===== config.mk =====
export PLATFORM = sky130hd
export DESIGN_NAME = pipe_pal_elastic
export DESIGN_NICKNAME = d
export VERILOG_FILES = /design/src/rtl/pipe_pal_elastic.sv
export SDC_FILE = /design/constraint.sdc
export NUM_CORES = 1
export LEC_CHECK = 0
export ABC_AREA = 1
export CAP_MARGIN = 20
export CELL_PAD_IN_SITES_DETAIL_PLACEMENT = 0
export CELL_PAD_IN_SITES_GLOBAL_PLACEMENT = 2
export CORE_ASPECT_RATIO = 0.75
export CORE_MARGIN = 2
export CORE_UTILIZATION = 38
export CTS_CLUSTER_SIZE = 24
export DETAILED_ROUTE_END_ITERATION = 10
export PLACE_DENSITY_LB_ADDON = 0.1
export SYNTH_ARGS = -nofsm -noshare
export SYNTH_HDL_FRONTEND = slang
export SYNTH_SLANG_ARGS = --single-unit

===== constraint.sdc =====
create_clock -name i_clk -period 6.22 [get_ports i_clk]
set_input_delay 1.244 -clock i_clk [delete_from_list [all_inputs] [get_ports i_clk]]
set_output_delay 1.244 -clock i_clk [all_outputs]
set_load 0.03 [all_outputs]

===== src/rtl/pipe_pal_elastic.sv =====
// pipe_pal_elastic: elastic valid/ready pipeline with N_STAGES register stages,
// an input skid slot, a wrapping sequence tag per accepted word, flush and a
// registered occupancy count. o_ready is driven only by the skid-valid flop.
module pipe_pal_elastic #(
    parameter int W_DATA   = 32,
    parameter int N_STAGES = 3,
    parameter int W_TAG    = 4,
    localparam int W_OCC   = $clog2(N_STAGES + 2)
) (
    input  logic              i_clk,
    input  logic              i_rst,
    input  logic              i_flush,
    input  logic              i_valid,
    output logic              o_ready,
    input  logic [W_DATA-1:0] i_data,
    output logic              o_valid,
    input  logic              i_ready,
    output logic [W_DATA-1:0] o_data,
    output logic [W_TAG-1:0]  o_tag,
    output logic [W_OCC-1:0]  o_occ
);

    logic [N_STAGES-1:0] vld_q,  vld_d;
    logic [W_DATA-1:0]   data_q [N_STAGES];
    logic [W_DATA-1:0]   data_d [N_STAGES];
    logic [W_TAG-1:0]    tag_q  [N_STAGES];
    logic [W_TAG-1:0]    tag_d  [N_STAGES];

    logic                skid_vld_q,  skid_vld_d;
    logic [W_DATA-1:0]   skid_data_q, skid_data_d;
    logic [W_TAG-1:0]    skid_tag_q,  skid_tag_d;

    logic [W_TAG-1:0]    tag_cnt_q, tag_cnt_d;
    logic [W_OCC-1:0]    occ_q,     occ_d;

    logic [N_STAGES-1:0] load;
    logic                in_xfer;
    logic                out_xfer;

    assign o_ready = !skid_vld_q;
    assign o_valid = vld_q[N_STAGES-1];
    assign o_data  = data_q[N_STAGES-1];
    assign o_tag   = tag_q[N_STAGES-1];
    assign o_occ   = occ_q;

    // Ready chain: a stage loads when it is empty or the stage after it drains.
    always_comb begin
        logic carry;
        carry = i_ready;
        load  = '0;
        for (int k = N_STAGES - 1; k >= 0; k--) begin
            carry   = !vld_q[k] || carry;
            load[k] = carry;
        end
        in_xfer  = i_valid && !skid_vld_q;
        out_xfer = vld_q[N_STAGES-1] && i_ready;
    end

    // Next state: shift loading stages, feed stage 0 from skid first, park
    // the incoming word in the skid when stage 0 cannot take it.
    always_comb begin
        vld_d       = vld_q;
        data_d      = data_q;
        tag_d       = tag_q;
        skid_vld_d  = skid_vld_q;
        skid_data_d = skid_data_q;
        skid_tag_d  = skid_tag_q;

        for (int k = N_STAGES - 1; k >= 1; k--) begin
            if (load[k]) begin
                vld_d[k]  = vld_q[k-1];
                data_d[k] = data_q[k-1];
                tag_d[k]  = tag_q[k-1];
            end
        end

        if (load[0]) begin
            if (skid_vld_q) begin
                vld_d[0]  = 1'b1;
                data_d[0] = skid_data_q;
                tag_d[0]  = skid_tag_q;
            end else begin
                vld_d[0]  = in_xfer;
                data_d[0] = i_data;
                tag_d[0]  = tag_cnt_q;
            end
        end

        if (skid_vld_q && load[0]) begin
            skid_vld_d = 1'b0;
        end else if (in_xfer && !load[0]) begin
            skid_vld_d  = 1'b1;
            skid_data_d = i_data;
            skid_tag_d  = tag_cnt_q;
        end

        tag_cnt_d = tag_cnt_q + W_TAG'(in_xfer);
        occ_d     = occ_q + W_OCC'(in_xfer) - W_OCC'(out_xfer);

        // Flush drops every held word but the tag counter keeps counting.
        if (i_flush) begin
            vld_d      = '0;
            skid_vld_d = 1'b0;
            occ_d      = '0;
        end
    end

    // Control state: valids, tag counter and occupancy, cleared by reset.
    always_ff @(posedge i_clk) begin
        if (i_rst) begin
            vld_q      <= '0;
            skid_vld_q <= 1'b0;
            tag_cnt_q  <= '0;
            occ_q      <= '0;
        end else begin
            vld_q      <= vld_d;
            skid_vld_q <= skid_vld_d;
            tag_cnt_q  <= tag_cnt_d;
            occ_q      <= occ_d;
        end
    end

    // Payload registers need no reset; they are qualified by the valids.
    always_ff @(posedge i_clk) begin
        data_q      <= data_d;
        tag_q       <= tag_d;
        skid_data_q <= skid_data_d;
        skid_tag_q  <= skid_tag_d;
    end

endmodule

**After elaboration in Yosys (flattened, before gate mapping)**

Cells that the tools add are included.

- Flip-flop bits (word level): 155
- Input port bits: 37
- Output and inout bits: 41
- Logic and storage cells: 36

- Add/sub/neg operators: 3
- Multiplexer cells: 3
- Bitwise gates (word level): 1
- Reductions and logical operators: 15

Operators by type and width:

| cell | count |
|---|---|
| 32-bit 2-to-1 mux | 1 |
| 1-bit logical NOT | 5 |
| 4-bit by 1-bit adder with 4-bit output | 1 |
| 1-bit logical AND | 4 |
| 4-bit 2-to-1 mux | 1 |
| 3-bit by 1-bit adder with 3-bit output | 1 |
| 1-bit logical OR | 3 |
| 3-bit OR reduction | 1 |
| 3-bit by 1-bit subtractor with 3-bit output | 1 |
| 2-bit AND reduction | 1 |
| 2-bit OR reduction | 1 |
| 1-bit 2-to-1 mux | 1 |
| 1-bit inverter | 1 |

**Longest topological paths before layout**

- Word-level depth: 7
- Gate-level depth with buffers: 11

**Least setup slack after synthesis**

No wires, ideal clock.

- Path kind: input to register
- Start: input i_ready
- End: register skid_data_q[0], enable pin
- Data arrival time: 4.447 ns
- Data required time: 5.791 ns
- Setup slack: 1.344 ns
- Cell stages on the path: 3
- Cell sequence: inv_1 > nand4_1 > nor2_1

- Longest elaborated chain between the ends: 6

RTL lines:

| what | line | source |
|---|---|---|
| start: declaration | 17 | `input logic i_ready,` |
| 1-bit logical OR * (3 in series) | 52 | `carry = !vld_q[k] \|\| carry;` |
| net load[0] | 36 | `logic [N_STAGES-1:0] load;` |
| 1-bit logical NOT / 1-bit logical AND (equally long branches) | 91, 89 |  |
| 1-bit logical AND / 1-bit inverter (equally long branches) | - |  |
| 2-bit AND reduction (no source line) * | - |  |
| end signal: assignment | 127 | `skid_data_q <= skid_data_d;` |
| end: declaration | 30 | `logic [W_DATA-1:0] skid_data_q, skid_data_d;` |

Mark *: on every way through the listed nets, which the timed path passes. The rest lies on a longest branch.
A chain may end at the register's enable or synchronous reset.

**Worst setup path in the final report**

- Start: register skid_vld_q
- End: output o_ready

- Longest elaborated chain between the ends: 1

RTL lines:

| what | line | source |
|---|---|---|
| start: declaration | 29 | `logic skid_vld_q, skid_vld_d;` |
| start signal: assignment | 117 | `skid_vld_q <= skid_vld_d;` |
| 1-bit logical NOT | 40 | `assign o_ready = !skid_vld_q;` |
| end: declaration | 14 | `output logic o_ready,` |

Every way passes these cells.

==> reports/results.tsv <==
metric	value	unit
drive_above_1_share	8.115	%
synth-adder-area-share	0.8160	%
hold_class	flip-flop to flip-flop	
die_area	15520	µm²
via_per_inst	4.107	
synthXorXnorAreaFrac	0.4760	%
worstPathRequired	4.98	ns
grt_pass1_vias	2512	
fmax	0.3167	GHz
worst_pin_slew	0.8976	ns
status	complete, no violations	
swShare	17.85	%
syn_area_per_cell	15.64	µm²
ant_nets	0	
setup-violations-final	0	
setup-tns-final	0	ns
synthMuxAreaShare	0	%
skew	0.01033	ns
ctsResizeCount	0	
dp.cells	588	
holdBufCountCts	0	
dp_hpwl	4.921	mm
yosys_warnings	0	
synth_top_family_by_area	simple AND/OR/NAND/NOR gates	
grt_pass1_wl	13.19	mm
rrSetupSlack	3.66	ns
cts_inserted_buffers	17	
synth-simple-area-share	8.976	%
syn_inst	353	
clock_path_buffers	2	
p_leak	2.620	nW
period_share	50.77	%
synth.net_count	393	
final_common_cell	edfxtp_1	
p_seq_share	49.6	%
worstPathMaxFanout	39	
synth_compound_area_share	0.6346	%
worstSetupStartpointType	flip-flop	
drt-pass1-iter-count	4	
areaGrowthSynthToFinish	25.23	%
crit_type	flip-flop to output pin	
hold_viol	0	
antenna_cells	0	
drcViolationCount	0	
slew-limit-headroom	39.95	%
p_comb_share	4.1	%
layout_min_cycle_time	3.158	ns
yosysSeqAreaShare	82.32	%
first_iter_violations	80	
coreArea	14310	µm²
ctsRootBufferMaster	clkbuf_16	
synth_area_leaders	edfxtp_1 (78%), nand2_1 (7.8%), buf_4 (5.4%)	
yosysTopAreaCellShare	78.33	%
htree_levels	4	
final_cell_mix	edfxtp_1 (144), nand2_1 (113), clkdlybuf4s50_1 (77)	
nFillCells	1224	
drv_cap	0	
cts.sinks	155	
ioPinCount	78	
dr_total_vias	2542	
grt_max_degree	40	
cp-end-kind	output pin	
nets	449	
p_int	1.968	mW
start_util	38.57	%
cp.arrival	1.91	ns
ys_types	18	
place.gp.congestion	0.6753	
synth_area	5520	µm²
power.switching	0.4275	mW
post_cts_buffers	0	
clock_latency	0.41	ns
grtUsageTotal	11.81	%
min_delay_path_depth	0	
grt_overflow_total	0	
rsz0062_at_grt	false	
p_clk_share	46.3	%
die_h	108.4	µm
io_buffers	77	
synth_top_area_cell	edfxtp_1	
reg2regPathDepth	11	
ir_drop	0.2156	mV
die_x	143.2	µm
cts_tree	yes	
rows	38	
antenna_found_initial	0	
ys_ff_latch	155	
final_max_slew_viol_count	0	
cts.clk_slew.worst_paths	0.06	ns
power_density	346.5	nW/µm²
wl_per_cell	13.38	µm
layoutNonFillerInstCount	619	
wirelength	8.280	mm
logic make-up after synthesis:
logic type / count (synthesis)
adder cells (fa/ha/maj): 3
XOR/XNOR: 3
AO/OA/AOI/OAI: 7
buffers and inverters: 55
AND/OR/NAND/NOR: 130
flip-flops: 155
per-stage QoR:
stage	util [%]	power (mW)	hold WS, ns	area (µm²)	setup WS [ns]
floorplan	-	1.265	0.4003	5520	1.344
global placement	43.60	1.308	0.4004	6240	2.737
detailed placement	43.60	1.309	0.4045	6240	2.727
CTS	48.02	2.430	0.4136	6873	2.995
global route	48.30	2.478	0.4209	6913	2.926
finish	48.30	2.396	0.4152	6913	3.062
worst max-delay path: stages (launching register included):
cell             delay, ns
dfxtp_2               0.82
inv_2                 0.07
clkdlybuf4s50_1       0.61
power groups by stage:
stage               Sequential, mW  Combinational, mW  Clock (mW)
floorplan                     1.21             0.0584           0
global placement              1.21             0.0987           0
detailed placement            1.21             0.0989           0
CTS                           1.19             0.0992        1.14
global route                  1.19              0.105        1.18
finish                        1.19             0.0976        1.11
worst paths after layout:
path | start | endpoint
worst max-delay path | skid_vld_q$_SDFFE_PP0P_ | o_ready
worst min-delay path | data_q[95]$_DFFE_PP_ | data_q[63]$_DFFE_PP_
worst max register to register | skid_vld_q$_SDFFE_PP0P_ | o_occ[2]$_SDFF_PP0_
worst min register to register | data_q[95]$_DFFE_PP_ | data_q[63]$_DFFE_PP_
synth_stat cells:
master	count
edfxtp_1	144
xnor2_1	1
nand4_1	1
xor2_1	2
fa_1	1
nand3_1	2
inv_2	1
buf_6	2
ha_1	2
nand2_2	1
inv_1	10
nor2_1	12
buf_4	40
buf_2	2
o21ai_0	3
nand2_1	114
dfxtp_1	11
a21oi_1	4
state kept, by name (all words and copies together), names as in the netlist:
name	flops
o_occ	3
data_q	64
o_data	32
tag_cnt_q	4
skid_data_q	32
tag_q	8
skid_vld_q	1
vld_q	3
o_tag	4
skid_tag_q	4
area by class of cell:
class,count,area (µm²),area share [%]
repair buffers,81,825.8,11.95
well taps,200,250.2,3.620
multi-input cells,143,616.8,8.923
inverters,11,41.29,0.5973
clock buffers,20,436.7,6.317
clock inverters,9,196.4,2.842
flip-flops and latches,155,4546,65.76
per-layer routing:
layer | wire [µm] | global-route usage, %
met1 | 3816 | 14.28
met2 | 4007 | 19.17
met3 | 332 | 4.074
met4 | 123 | 5.516
met5 | 0 | 0
(Power assumes the default switching activity.)
